**src/rtl/square.sv**
```systemverilog
// Sequential unsigned squarer: latches x_bi on start_i and returns x*x on y_bo
// after W shift-add steps plus one result-write cycle.
module square #(
  parameter int unsigned W = 8
) (
  input  logic             clk_i,
  input  logic             rst_i,
  input  logic             start_i,
  input  logic [W-1:0]     x_bi,
  output logic [2*W-1:0]   y_bo,
  output logic             busy_o,
  output logic             done_o
);

  localparam int unsigned CW = $clog2(W + 1);

  typedef enum logic {
    IDLE,
    WORK
  } state_t;

  state_t           state, state_nxt;
  logic [2*W-1:0]   a;
  logic [W-1:0]     b;
  logic [2*W-1:0]   acc;
  logic [CW-1:0]    cnt;

  always_ff @(posedge clk_i or negedge rst_i) begin
    if (!rst_i) state <= IDLE;
    else        state <= state_nxt;
  end

  always_comb begin
    state_nxt = state;
    unique case (state)
      IDLE: if (start_i)    state_nxt = WORK;
      WORK: if (cnt == '0)  state_nxt = IDLE;
      default:              state_nxt = IDLE;
    endcase
  end

  assign busy_o = (state == WORK);

  // Fixed W steps with no early exit, so latency never depends on the operand.
  always_ff @(posedge clk_i or negedge rst_i) begin
    if (!rst_i) begin
      a      <= '0;
      b      <= '0;
      acc    <= '0;
      cnt    <= '0;
      y_bo   <= '0;
      done_o <= 1'b0;
    end else begin
      unique case (state)
        IDLE: begin
          done_o <= 1'b0;
          if (start_i) begin
            a   <= {{W{1'b0}}, x_bi};
            b   <= x_bi;
            acc <= '0;
            cnt <= CW'(W);
          end
        end
        WORK: begin
          if (cnt != '0) begin
            if (b[0]) acc <= acc + a;
            a   <= a << 1;
            b   <= b >> 1;
            cnt <= cnt - CW'(1);
          end else begin
            y_bo   <= acc;
            done_o <= 1'b1;
          end
        end
        default: done_o <= 1'b0;
      endcase
    end
  end

endmodule

```
**config.mk**
```make
export PLATFORM = sky130hd
export DESIGN_NAME = square
export DESIGN_NICKNAME = d
export VERILOG_FILES = /design/src/rtl/square.sv
export SDC_FILE = /design/constraint.sdc
export NUM_CORES = 1
export LEC_CHECK = 0
export CAP_MARGIN = 10
export CORE_UTILIZATION = 58
export DETAILED_ROUTE_END_ITERATION = 10
export MAX_ROUTING_LAYER = met4
export PLACE_DENSITY = 0.91
export RECOVER_POWER = 25
export SYNTH_ARGS = -nofsm -noshare
export SYNTH_HDL_FRONTEND = slang
export SYNTH_SLANG_ARGS = --single-unit
```
**constraint.sdc**
```tcl
create_clock -name clk_i -period 5.7 [get_ports clk_i]
set_clock_uncertainty 0.15 [all_clocks]
set_input_delay 0.57 -clock clk_i [delete_from_list [all_inputs] [get_ports clk_i]]
set_output_delay 0.57 -clock clk_i [all_outputs]
set_load 0.1 [all_outputs]
```
[After elaboration in Yosys (flattened, before gate mapping)]
Cells that the tools add are included.
Word-level totals
  bits in registers: 62
  bits of input ports: 11
  output and inout port bits: 18
  logic and storage cells: 38
Operators by class
  $add $sub $neg: 2
  equal/unequal tests: 4
  multiplexer cells: 18
  bitwise gates (word level): 2
  reduce and logical (&&, ||, !) cells: 5
Operator list (count)
  16-bit two-way mux: 5
  16-bit one-hot mux with 2 select lines: 2
  16-bit adder: 1
  8-bit two-way mux: 2
  8-bit one-hot mux with 2 select lines: 1
  4-bit two-way mux: 2
  4-bit one-hot mux with 2 select lines: 1
  2-bit != test, second input constant: 3
  4-bit zero test: 1
  1-bit one-hot mux with 2 select lines: 2
  2-bit AND reduction: 2
  4-bit nonzero test: 1
  4-bit by 1-bit subtractor with 4-bit output, second input constant: 1
  1-bit two-way mux: 3
  3-bit AND reduction: 1
  2-bit by 1-bit != test with 1-bit output, second input constant: 1
  1-bit NOT: 2

[Longest topological paths before layout]
  depth in word-level cells: 4
  mapped depth: 9
  mapped depth without buffers: 9

[Worst setup path after synthesis]
No wires, ideal clock.
  path kind: register to register
  from: register state (netlist: busy_o)
  to: register acc[15]
  library setup time: 0.125 ns
  arrival: 2.000 ns
  data required time: 5.425 ns
  setup slack: 3.425 ns
  cell stages (with the launch flop): 7
  path buffers: 1
  period minus slack after synthesis: 2.275 ns
  cells stage by stage: dfrtp_1 -> and2_4 -> nand2_1 -> buf_4 -> o211ai_1 -> o31ai_1 -> mux2_2
Between the ends
  cells in the longest elaborated chain, start to end: 3
  elaborated cells on any way between the ends: 6
  those cells by class: 3 x eq/ne; 1 x mux; 1 x bitwise; 1 x reduce/logical
RTL lines
  from (decl): RTL line 22  | state_t state, state_nxt;
  from (signal assigned): RTL line 30  | else state <= state_nxt;
  1-bit NOT
  2-bit != test (no source line)
  3-bit AND reduction (no source line)
  to (signal assigned): RTL line 66  | if (b[0]) acc <= acc + a;
  to (decl): RTL line 25  | logic [2*W-1:0] acc;
Parallel ways exist; a longest one is shown, timed or not.
A chain may end at the register's enable or synchronous reset.

==> metrics.md <==
| Metric | Value |
|---|---|
| Status | `finished with violations` |
| Violated checks | `max-capacitance violations, max-slew violations` |
| CTS H-tree depth | `3` |
| Final ANT Viol Nets | `0` |
| Most common library cell in the layout ignoring fill and taps | `dfrtp_1` |
| Routed wire length | `6.427 mm` |
| Post-Syn Area | `0.003248 mm^2` |
| Worst-path maximum fanout | `62` |
| Wire per inst | `15.05 um` |
| Global route overflow | `0` |
| Seq/Total Area, Yosys | `0.4777` |
| Final core utilization | `0.7129` |
| Chip Height | `76.84 um` |
| Largest net degree at the start of global routing | `63` |
| Die area | `0.005904 mm^2` |
| DP Wirelength | `4.416 mm` |
| RSZ-0062 raised after global routing | `false` |
| Compound-cell area share of the yosys netlist | `0.1518` |
| Placement Cell Area | `0.003530 mm^2` |
| CP max-delay cell | `clkbuf_1` |
| CTS Hold Bufs | `0` |
| Die width | `76.84 um` |
| Clk_lat worst skew | `0.34 ns` |
| Row count | `26` |
| TritonCTS clock tree | `built` |
| First DRT Iteration DRCs | `240` |
| Max-cap viol count | `1` |
| Worst-path clk slew | `0.06 ns` |
| Commonest cells after routing, fill and taps aside | `62 x dfrtp_1, 45 x nand2_1, 29 x nand3_1, 27 x clkdlybuf4s50_1, 24 x o21ai_0` |
| Final setup viols | `0` |
| Worst Path Buf+Inv | `2` |
| Final Hold Fails | `0` |
| Xor/xnor share of the synthesized area | `0.03505` |
| CTS root buffer | `clkbuf_8` |
| EDFF count, synth | `0` |
| First-pass GRT wire length | `10.98 mm` |
| DR pass1 iterations | `4` |
| Nets | `381` |
| Core area | `0.005238 mm^2` |
| Post-route cell area | `0.003734 mm^2` |
| Vias | `2,547` |
| CTS Buffer Depth | `2` |
| Top delay family on crit path | `buffers and inverters` |
| Max stage delay on crit path | `2.19 ns` |
| Worst hold margin | `0.3442 ns` |
| # clock sinks | `62` |
| Worst Path Arrival | `2.89 ns` |
| Post-synth cell types | `45` |
| Setup tns final | `0 ns` |
| Routability cong. | `0.9070` |
| Post-synthesis simple-gate area fraction | `0.1680` |
| Initial core utilization | `0.6202` |
| CP Capture Type | `async pin` |
| Post-synthesis register bit count | `62` |
| I/O Buffers | `28` |
| Worst-Margin Slew | `3.143 ns` |
| Vias in the first global route | `2,351` |
| Initial antenna violation count | `0` |
| N_diodes | `0` |
| Crit path kind | `primary input to async pin` |
| Crit-path cells | `buf_2, clkbuf_1` |
| Total CTS buffers | `9` |
| Final Cycle Share | `0.5765` |
| Area grow syn2layout | `14.95%` |
| Vias per cell | `5.965` |
| Boundary Pins | `29` |
| Fin crit period | `3.286 ns` |
| YS warnings | `0` |
| Max-slew violation count | `63` |
| Share of cells above drive strength 1 | `0.1036` |
| Mux cell area share after synthesis | `0.06202` |
| Worst Hold Class | `flip-flop to flip-flop` |
| Worst Path Required | `5.30 ns` |
| Ys flop type | `dfrtp_1` |
| DR DRC count | `0` |
| Largest family of logic cells by synthesized area | `simple AND/OR/NAND/NOR gates` |
| Maximum clock frequency | `0.3043 GHz` |
| Post-synthesis async set-or-reset flop share | `1.000` |
| Mean area per synthesized cell | `9.783 um^2` |
| Post-CTS Setup Bufs | `0` |
| Rel. slew slack | `-1.095` |
| Syn Inst Count | `332` |
| Post-CTS resize count | `0` |
| CP Launch Type | `primary input` |
| Synth Area in Adders | `0.06780` |
| Syn Nets | `360` |
| GRT Util Overall | `0.2492` |
-- cell families (layout without fill, tap and decap cells) --
family                   count (synthesis)  after routing
XOR/XNOR                                13             13
buffers and inverters                   27             52
AO/OA/AOI/OAI                           83             83
AND/OR/NAND/NOR                        112            112
multiplexers                            18             18
flip-flops                              62             62
adder cells (fa/ha/maj)                 17             17
-- worst paths after layout --
| check | startpoint | to | slack [ns] | cells after the start |
|---|---|---|---|---|
| max | rst_i | a[15] | 2.41 | 2 |
| min | b[1] | b[1] | 0.34 | 2 |
| max reg2reg | busy_o | acc[15] | 2.79 | 5 |
| min reg2reg | b[1] | b[1] | 0.34 | 2 |
| max in group clk_i | busy_o | busy_o | 2.53 | 1 |
| min in group asynchronous | rst_i | acc[13] | 1.20 | 2 |
-- state kept, by name, summed over array words and instances (netlist names) --
register	flops
busy_o	1
done_o	1
a	16
b	8
acc	16
y_bo	16
cnt	4
-- synth_stat cells (4+ instances only) --
library cell | n | area (um^2)
mux2_2 | 17 | 191.4
xor2_1 | 7 | 61.31
ha_1 | 16 | 200.2
clkbuf_1 | 8 | 30.03
o21a_1 | 4 | 30.03
buf_2 | 8 | 40.04
nand2_1 | 45 | 168.9
a21oi_1 | 22 | 110.1
dfrtp_1 | 62 | 1551
inv_1 | 7 | 26.28
o21ai_1 | 8 | 40.04
a21o_1 | 7 | 52.55
xnor2_1 | 6 | 52.55
nor2_1 | 8 | 30.03
o21ai_0 | 24 | 120.1
nor2b_1 | 9 | 56.30
nand3_1 | 29 | 145.1
-- through the flow --
| stage | worst slack (ns) | std cells |
|---|---|---|
| after floorplan | 3.425 | 332 |
| after global placement | 2.929 | 412 |
| after detailed placement | 2.865 | 412 |
| after CTS | 2.536 | 427 |
| after global routing | 1.675 | 427 |
| final | 2.414 | 427 |
-- per-layer routing --
| layer | GRT usage | vias up | wire, um | share of wire |
|---|---|---|---|---|
| met2 | 0.3857 | 85 | 3158 | 0.49 |
| met3 | 0.04405 | 21 | 364 | 0.057 |
| met5 | - | - | 0 | 0 |
| met1 | 0.3078 | 1218 | 2747 | 0.43 |
| met4 | 0.1442 | 0 | 157 | 0.024 |
| li1 | - | 1223 | - | - |
-- final cells by class --
| cell class | count | area [um^2] |
|---|---|---|
| sequential | 62 | 1551 |
| clock inverter | 3 | 42.54 |
| tap | 70 | 87.58 |
| inverter | 7 | 26.28 |
| timing repair buffer | 30 | 286.5 |
| clock buffer | 12 | 165.2 |
| multi-input combinational | 243 | 1574 |
| fill | 359 | 1504 |
Power is not shown: default switching activity piles up to over one toggle a cycle in this logic, so the estimate is an artifact.
